<file path="config.mk">
export PLATFORM = sky130hd
export DESIGN_NAME = serial_rx_flat
export DESIGN_NICKNAME = d
export VERILOG_FILES = /design/src/rtl/serial_pkg.sv /design/src/rtl/serial_rx_if.sv /design/src/rtl/rx_hold.sv /design/src/rtl/serial_rx.sv /design/src/flat_wrapper.sv
export SDC_FILE = /design/constraint.sdc
export NUM_CORES = 1
export LEC_CHECK = 0
export CORE_MARGIN = 2
export CORE_UTILIZATION = 35
export CTS_CLUSTER_DIAMETER = 40
export CTS_CLUSTER_SIZE = 8
export DETAILED_ROUTE_END_ITERATION = 10
export GPL_TIMING_DRIVEN = 1
export PLACE_DENSITY_LB_ADDON = 0.15
export SLEW_MARGIN = 40
export SYNTH_ARGS = -nofsm -noshare
export SYNTH_HDL_FRONTEND = slang
export SYNTH_SLANG_ARGS = --single-unit
</file>
<file path="constraint.sdc">
create_clock -name clk -period 1.5 [get_ports clk]
set_clock_uncertainty 0.2 [all_clocks]
set_input_delay 0.3 -clock clk [delete_from_list [all_inputs] [get_ports clk]]
set_output_delay 0.3 -clock clk [all_outputs]
set_load 0.02 [all_outputs]
</file>
<file path="src/rtl/serial_pkg.sv">
// rtl/serial_pkg.sv - framing definitions shared by the serial transmit and receive paths
package serial_pkg;

    localparam int DATA_W_DEF = 4;

    typedef enum logic [1:0] {
        IDLE = 2'd0,
        DATA = 2'd1,
        STOP = 2'd2
    } rx_state_e;

endpackage

</file>
<file path="src/rtl/serial_rx_if.sv">
// rtl/serial_rx_if.sv - serial line plus word-level valid/ready handshake of the receiver
interface serial_rx_if
    import serial_pkg::*;
#(
    parameter int DATA_W = DATA_W_DEF
);
    logic              ena;
    logic              data_in;
    logic              ready;
    logic [DATA_W-1:0] data_out;
    logic              valid;
    logic              frame_err;
    logic              overrun;

    modport master (
        output ena, data_in, ready,
        input  data_out, valid, frame_err, overrun
    );

    modport slave (
        input  ena, data_in, ready,
        output data_out, valid, frame_err, overrun
    );
endinterface

</file>
<file path="src/rtl/rx_hold.sv">
// rtl/rx_hold.sv - valid/ready holding register for received words with overrun pulse
module rx_hold
    import serial_pkg::*;
#(
    parameter int DATA_W = DATA_W_DEF
) (
    input  logic              clk,
    input  logic              rst_n,
    input  logic [DATA_W-1:0] i_word,
    input  logic              i_load,
    input  logic              i_ready,
    output logic [DATA_W-1:0] o_data,
    output logic              o_valid,
    output logic              o_overrun
);
    logic [DATA_W-1:0] r_data;
    logic              r_valid;
    logic              r_overrun;
    logic              w_accept;

    // A word fits if the register is empty or is being drained on this same edge.
    assign w_accept = i_load && (!r_valid || i_ready);

    always_ff @(posedge clk or negedge rst_n) begin
        if (!rst_n) begin
            r_data    <= '0;
            r_valid   <= 1'b0;
            r_overrun <= 1'b0;
        end else begin
            r_overrun <= i_load && !w_accept;
            if (w_accept) begin
                r_data  <= i_word;
                r_valid <= 1'b1;
            end else if (r_valid && i_ready) begin
                r_valid <= 1'b0;
            end
        end
    end

    assign o_data    = r_data;
    assign o_valid   = r_valid;
    assign o_overrun = r_overrun;
endmodule

</file>
<file path="src/rtl/serial_rx.sv">
// rtl/serial_rx.sv - start/data/stop frame receiver feeding a valid/ready word register
module serial_rx
    import serial_pkg::*;
#(
    parameter int DATA_W = DATA_W_DEF
) (
    input  logic        clk,
    input  logic        rst_n,
    serial_rx_if.slave  bus
);
    localparam int             CNT_W    = (DATA_W > 1) ? $clog2(DATA_W) : 1;
    localparam logic [CNT_W-1:0] CNT_LAST = CNT_W'(DATA_W - 1);
    localparam logic [1:0]     S_IDLE   = IDLE;
    localparam logic [1:0]     S_DATA   = DATA;
    localparam logic [1:0]     S_STOP   = STOP;

    logic [1:0]        r_state;
    logic [CNT_W-1:0]  r_cnt;
    logic [DATA_W-1:0] r_shift;
    logic              r_frame_err;
    logic              w_in_stop;
    logic              w_load;
    logic              w_stop_bad;
    logic [DATA_W-1:0] w_data;
    logic              w_valid;
    logic              w_overrun;

    assign w_in_stop  = (r_state == S_STOP) && bus.ena;
    assign w_load     = w_in_stop && bus.data_in;
    assign w_stop_bad = w_in_stop && !bus.data_in;

    // The stop-bit cycle always returns to IDLE, so a bad stop of 0 is never taken as a start bit.
    always_ff @(posedge clk or negedge rst_n) begin
        if (!rst_n) begin
            r_state     <= S_IDLE;
            r_cnt       <= '0;
            r_shift     <= '0;
            r_frame_err <= 1'b0;
        end else begin
            r_frame_err <= w_stop_bad;
            case (r_state)
                S_IDLE: begin
                    if (bus.ena && !bus.data_in) begin
                        r_state <= S_DATA;
                        r_cnt   <= '0;
                    end
                end
                S_DATA: begin
                    if (!bus.ena) begin
                        r_state <= S_IDLE;
                    end else begin
                        r_shift <= {r_shift[DATA_W-2:0], bus.data_in};
                        if (r_cnt == CNT_LAST) begin
                            r_state <= S_STOP;
                        end else begin
                            r_cnt <= r_cnt + 1'b1;
                        end
                    end
                end
                S_STOP:  r_state <= S_IDLE;
                default: r_state <= S_IDLE;
            endcase
        end
    end

    rx_hold #(.DATA_W(DATA_W)) u_hold (
        .clk       (clk),
        .rst_n     (rst_n),
        .i_word    (r_shift),
        .i_load    (w_load),
        .i_ready   (bus.ready),
        .o_data    (w_data),
        .o_valid   (w_valid),
        .o_overrun (w_overrun)
    );

    assign bus.data_out  = w_data;
    assign bus.valid     = w_valid;
    assign bus.frame_err = r_frame_err;
    assign bus.overrun   = w_overrun;
endmodule

</file>
<file path="src/flat_wrapper.sv">
// flat-port wrapper written by rule: the top's interface ports become plain ports
module serial_rx_flat import serial_pkg::*;
#(
    parameter int DATA_W = DATA_W_DEF
)
  (clk, rst_n, bus_ena, bus_data_in, bus_ready, bus_data_out, bus_valid, bus_frame_err, bus_overrun);
  serial_rx_if #(.DATA_W(DATA_W)) bus_i ();
  input  logic clk;
  input  logic rst_n;
  input wire logic [$bits(bus_i.ena)-1:0] bus_ena;
  input wire logic [$bits(bus_i.data_in)-1:0] bus_data_in;
  input wire logic [$bits(bus_i.ready)-1:0] bus_ready;
  output wire logic [$bits(bus_i.data_out)-1:0] bus_data_out;
  output wire logic [$bits(bus_i.valid)-1:0] bus_valid;
  output wire logic [$bits(bus_i.frame_err)-1:0] bus_frame_err;
  output wire logic [$bits(bus_i.overrun)-1:0] bus_overrun;
  assign bus_i.ena = bus_ena;
  assign bus_i.data_in = bus_data_in;
  assign bus_i.ready = bus_ready;
  assign bus_data_out = bus_i.data_out;
  assign bus_valid = bus_i.valid;
  assign bus_frame_err = bus_i.frame_err;
  assign bus_overrun = bus_i.overrun;
  serial_rx #(.DATA_W(DATA_W)) u_core (.clk(clk), .rst_n(rst_n), .bus(bus_i));
endmodule
</file>
# After elaboration in Yosys (flattened, before gate mapping)

Index checks and enable logic that the tools add are counted.

Input port bits: 5
Bits in registers: 15
Logic and storage cells: 42
Output and inout bits: 7

Equal/unequal tests: 7
Add/sub/neg operators: 1
Reduce and logical (&&, ||, !) cells: 17
Muxes and demuxes: 10

Operators by type and width:

| kind                  | count |
|---|---|
| $mux W2               | 6 |
| $pmux W2 S2           | 2 |
| $logic_and A1 B1 Y1   | 7 |
| $eq A2 B2 Y1 const B  | 2 |
| $ne A2 B2 Y1 const B  | 2 |
| $reduce_and A2 Y1     | 2 |
| $reduce_and A4 Y1     | 1 |
| $reduce_bool A2 Y1    | 2 |
| $logic_not A1 Y1      | 3 |
| $ne A3 B2 Y1 const B  | 1 |
| $add A2 B1 Y2 const B | 1 |
| $eq A2 B1 Y1 const B  | 1 |
| $logic_not A2 Y1      | 1 |
| $mux W1               | 2 |
| $ne A2 B1 Y1 const B  | 1 |
| $logic_or A1 B1 Y1    | 1 |

# Logic depth before layout (Yosys ltp)

Word-level depth: 6
Mapped depth: 4
Gate-level depth less buffers: 4

# Modules after synthesis

Synthesis repeated with hierarchy kept, for this count alone.

Cell total of the unflattened synthesis: 42
Area total of the unflattened synthesis: 635.6 um^2

Modules (own cells, without submodules):

| module    | area an instance (um^2) | times used | cells an instance |
|---|---|---|---|
| serial_rx | 389.1                   | 1          | 27 |
| rx_hold   | 246.5                   | 1          | 15 |

# Worst setup path after synthesis

No wires, ideal clock.

Path kind: reg-to-reg
Start point: reg u_core.r_cnt[0]
End point: reg u_core.r_cnt[0]
Setup slack: 76 ps
Setup time: 125 ps
Required time: 1175 ps
Stages on the path, launching flop included: 5
Data arrival time: 1099 ps
Period minus slack after synthesis: 1424 ps
Cells stage by stage: dfrtp_1 ha_1 mux2i_1 nand3b_1 mux2_2

Longest elaborated chain between the ends: 4
Elaborated cells between the ends (all ways): 7
Classes of those cells: add/sub (1); eq/ne (2); mux (3); reduce/logical (1)

Ends and longest elaborated chain:

| what                   | line            | text |
|---|---|---|
| from (decl)            | serial_rx.sv:18 | `logic [CNT_W-1:0] r_cnt;` |
| from (signal assigned) | serial_rx.sv:56 | `r_cnt <= r_cnt + 1'b1;` |
| $add A2 B1 Y2          | serial_rx.sv:56 |  |
| $mux W2                | serial_rx.sv:53 | `if (r_cnt == CNT_LAST) begin` |
| $mux W2                | serial_rx.sv:49 | `if (!bus.ena) begin` |
| $pmux W2 S2            | serial_rx.sv:41 | `case (r_state)` |

Parallel ways exist; a longest one is shown, timed or not. The select of a mux whose other input is x is not followed.
A chain may end at the register's enable or synchronous reset.

# Worst setup path after layout

Start point: reg u_core.r_state[0]
End point: reg u_core.u_hold.r_data[3] (netlist: u_core.u_hold.o_data[3])

Longest elaborated chain between the ends: 4

Ends and longest elaborated chain:

| what                   | line            | text |
|---|---|---|
| from (decl)            | serial_rx.sv:17 | `logic [1:0] r_state;` |
| from (signal assigned) | serial_rx.sv:35 | `r_state <= S_IDLE;` |
| from (signal assigned) | serial_rx.sv:44 | `r_state <= S_DATA;` |
| from (signal assigned) | serial_rx.sv:50 | `r_state <= S_IDLE;` |
| $eq A2 B2 Y1           | serial_rx.sv:28 | `assign w_in_stop = (r_state == S_STOP) && bus.ena;` |
| $logic_and A1 B1 Y1    | serial_rx.sv:28 |  |
| $logic_and A1 B1 Y1    | serial_rx.sv:29 | `assign w_load = w_in_stop && bus.data_in;` |
| $logic_and A1 B1 Y1    | rx_hold.sv:22   | `assign w_accept = i_load && (!r_valid \|\| i_ready);` |
| to (signal assigned)   | rx_hold.sv:32   | `r_data <= i_word;` |
| to (decl)              | rx_hold.sv:16   | `logic [DATA_W-1:0] r_data;` |

No other way between the ends.

==> impl_metrics.yaml <==
global_route:
  grt_max_degree: 16
  gr-total-overflow: 0
  grt_pass1_vias: 391
  grt_pass1_wl_um: 1570
  antenna_found_initial: 0
  track_usage_pct: 10.7
pwr:
  p_sw_uw: 228
  p_leak_nw: 0.434
  seq_power_share_pct: 58.1
  irDropWorstVdd_mv: 0.545
  internal_power_uw: 659
  power_density_nw_per_um2: 1070
  pwr-share-comb_pct: 16.7
  power.switching_fraction_pct: 25.7
  clock_power_share_pct: 25.2
  total_power_uw: 887
sta:
  worst_pin_slew_ns: 0.234
  min_period_ns: 1.49
  fin_crit_sh_pct: 99.3
  setup_tns_ns: 0
  finalSetupViolations: 0
  fin_ws_ns: 0.0108
  fmaxAchievable_mhz: 672
  relSlewSlack_pct: 84.4
  rsz0062_at_grt: "yes"
  hold_viol: 0
  drv_slew: 0
  whs_ns: 0.130
layout:
  design_area_um2: 832
  syn2layout_area_growth_pct: 33.3
  final_cell_mix: "dfrtp_1, buf_4, dlygate4sd2_1"
  nFillCells: 154
  utilization_pct: 48.7
  fin_cells: 87
  multi_input_area_um2: 255
  drive_above_1_share_pct: 40.3
  diodes: 0
  final_common_cell: "dfrtp_1"
  nets: 69
  regArea_um2: 375
die:
  die_x_um: 46.2
  initial_utilization_pct: 36.6
  core_area_um2: 1710
  die_h_um: 46.2
  placementRows: 15
  dieArea_um2: 2140
  top_level_ports: 12
yosys:
  synth.top_cell.area_share_pct: 60.1
  syn_nets: 47
  synth_warnings: 0
  ys_seq_area_share_pct: 60.1
  ys_top_cells_by_area: "dfrtp_1, mux2_2, mux2_1"
  yosys.area.top_type: "dfrtp_1"
  postSynthCellCount: 41
  avgSynthCellArea_um2: 15.2
  synth_area_um2: 624
  ys_ff_latch: 15
  ys_types: 16
critical_path:
  r2r.worst_path.cells: 3
  path_cells: "nand4b_4 > nor2b_4 > mux2_2"
  crit_path_end_kind: "register"
  timing.rr.end: "u_core.u_hold.o_data[3]"
  start_kind: "register"
  crit_type: "register to register"
  reg2reg_setup_slack_ns: 0.01
  r2r_start: "u_core.r_state[0]"
  crit_arrival_ns: 1.46
  required_ns: 1.47
  path_delay_family: "flip-flops"
  critPathMaxFanout: 4
  slowest_delay_ns: 0.43
  path_buf_inv: 0
  slowest_stage: "dfrtp_1"
routing:
  wl_per_cell_um: 11.0
  vias: 385
  ant_nets: 0
  firstDrtPassIters: 2
  vias_per_cell: 4.43
  drt-total-wl_um: 953
  drcViolationCount: 0
  initialDrtViolationCount: 5
clock_network:
  clock_latency_ns: 0.28
  cts.clk_slew.worst_paths_ns: 0.09
  root_buffer: "clkbuf_4"
  cts_buffers: 3
  cts_tree: "yes"
  clock_path_buffers: 2
  clock-sinks: 15
  h-tree-depth: 1
place:
  gp_congestion: 0.638
  placed_cells: 82
  dp_hpwl_um: 713
  post_dp_cell_area_um2: 803
  post-place-ws_ns: -0.363
  port_buffers: 11
job:
  drv_cap: 0
min_path:
  hp-class: "primary input to asynchronous set/reset pin"
status:
  status: "complete, no violations"
## layout make-up
| type | count | share of cell area (%) |
|---|---|---|
| clock buffer | 3 | 2.71 |
| clock inverter | 1 | 0.602 |
| inverter | 2 | 0.902 |
| multi-input combinational | 24 | 30.7 |
| sequential | 15 | 45.1 |
| tap | 25 | 3.76 |
| timing repair buffer | 17 | 16.2 |
## synthesized netlist by cell type
| cell | number |
|---|---|
| and4bb_2 | 1 |
| nor2b_1 | 1 |
| mux2_1 | 3 |
| mux2i_1 | 2 |
| nand2_2 | 1 |
| nor2_1 | 1 |
| nand2b_1 | 1 |
| and3_1 | 1 |
| ha_1 | 1 |
| inv_1 | 2 |
| mux2_2 | 6 |
| nand4b_4 | 1 |
| nand2_1 | 2 |
| nand3b_1 | 1 |
| dfrtp_1 | 15 |
| nor2b_4 | 2 |
## worst max-delay path by stage
stage,startpoint,endpoint,cells past startpoint
floorplan,u_core.r_cnt[0],u_core.r_cnt[0],4
global placement,bus_data_in,u_core.u_hold.o_data[1],4
detailed placement,bus_data_in,u_core.u_hold.o_data[1],4
CTS,u_core.u_hold.o_data[0],bus_data_out[0],1
global route,u_core.r_cnt[0],u_core.r_cnt[0],4
finish,u_core.r_state[0],u_core.u_hold.o_data[3],3
## power groups by stage
stage	Sequential (mW)	Clock [mW]	Combinational (mW)
after global placement	0.524	0	0.140
after global routing	0.523	0.258	0.168
after floorplan	0.515	0	0.0813
final	0.515	0.223	0.148
after CTS	0.515	0.236	0.136
after detailed placement	0.524	0	0.142
## routing by layer
layer  up-vias  wire length (um)  global-route usage, %
met2        10               412                   17.2
met1       187               478                   12.8
met5         -                 0                      0
met4         0                19                   6.86
met3         4                42                   2.35
li1        184                 -                      -
## sequential cells by signal, indices dropped and copies added, names as in the netlist
register	cells
u_core.u_hold.o_overrun	1
u_core.bus.frame_err	1
u_core.r_shift	4
u_core.u_hold.o_valid	1
u_core.r_state	2
u_core.r_cnt	2
u_core.u_hold.o_data	4
## worst register-to-register path, delay by kind of cell (launching register included)
family	cells	cell delay (ns)
DFF	1	0.43
muxes	1	0.35
and+or+nand+nor	2	0.41
## repair_timing
action	4_1_cts	5_1_grt
endpoints found under the setup margin	11	10
cloned	0	0
pin swaps	0	1
hold buffers	0	0
setup buffers	0	1
gates resized for setup	9	12
## logic make-up (layout without fill, tap and decap cells)
group	count (synthesis)	count (layout)	share of synthesized area, %
flip-flops	15	15	60.1
multiplexers	11	11	19.4
AND/OR/NAND/NOR	12	12	17.2
buffers and inverters	2	23	1.20
adder cells (fa/ha/maj)	1	1	2.00
(Power assumes the default switching activity.)
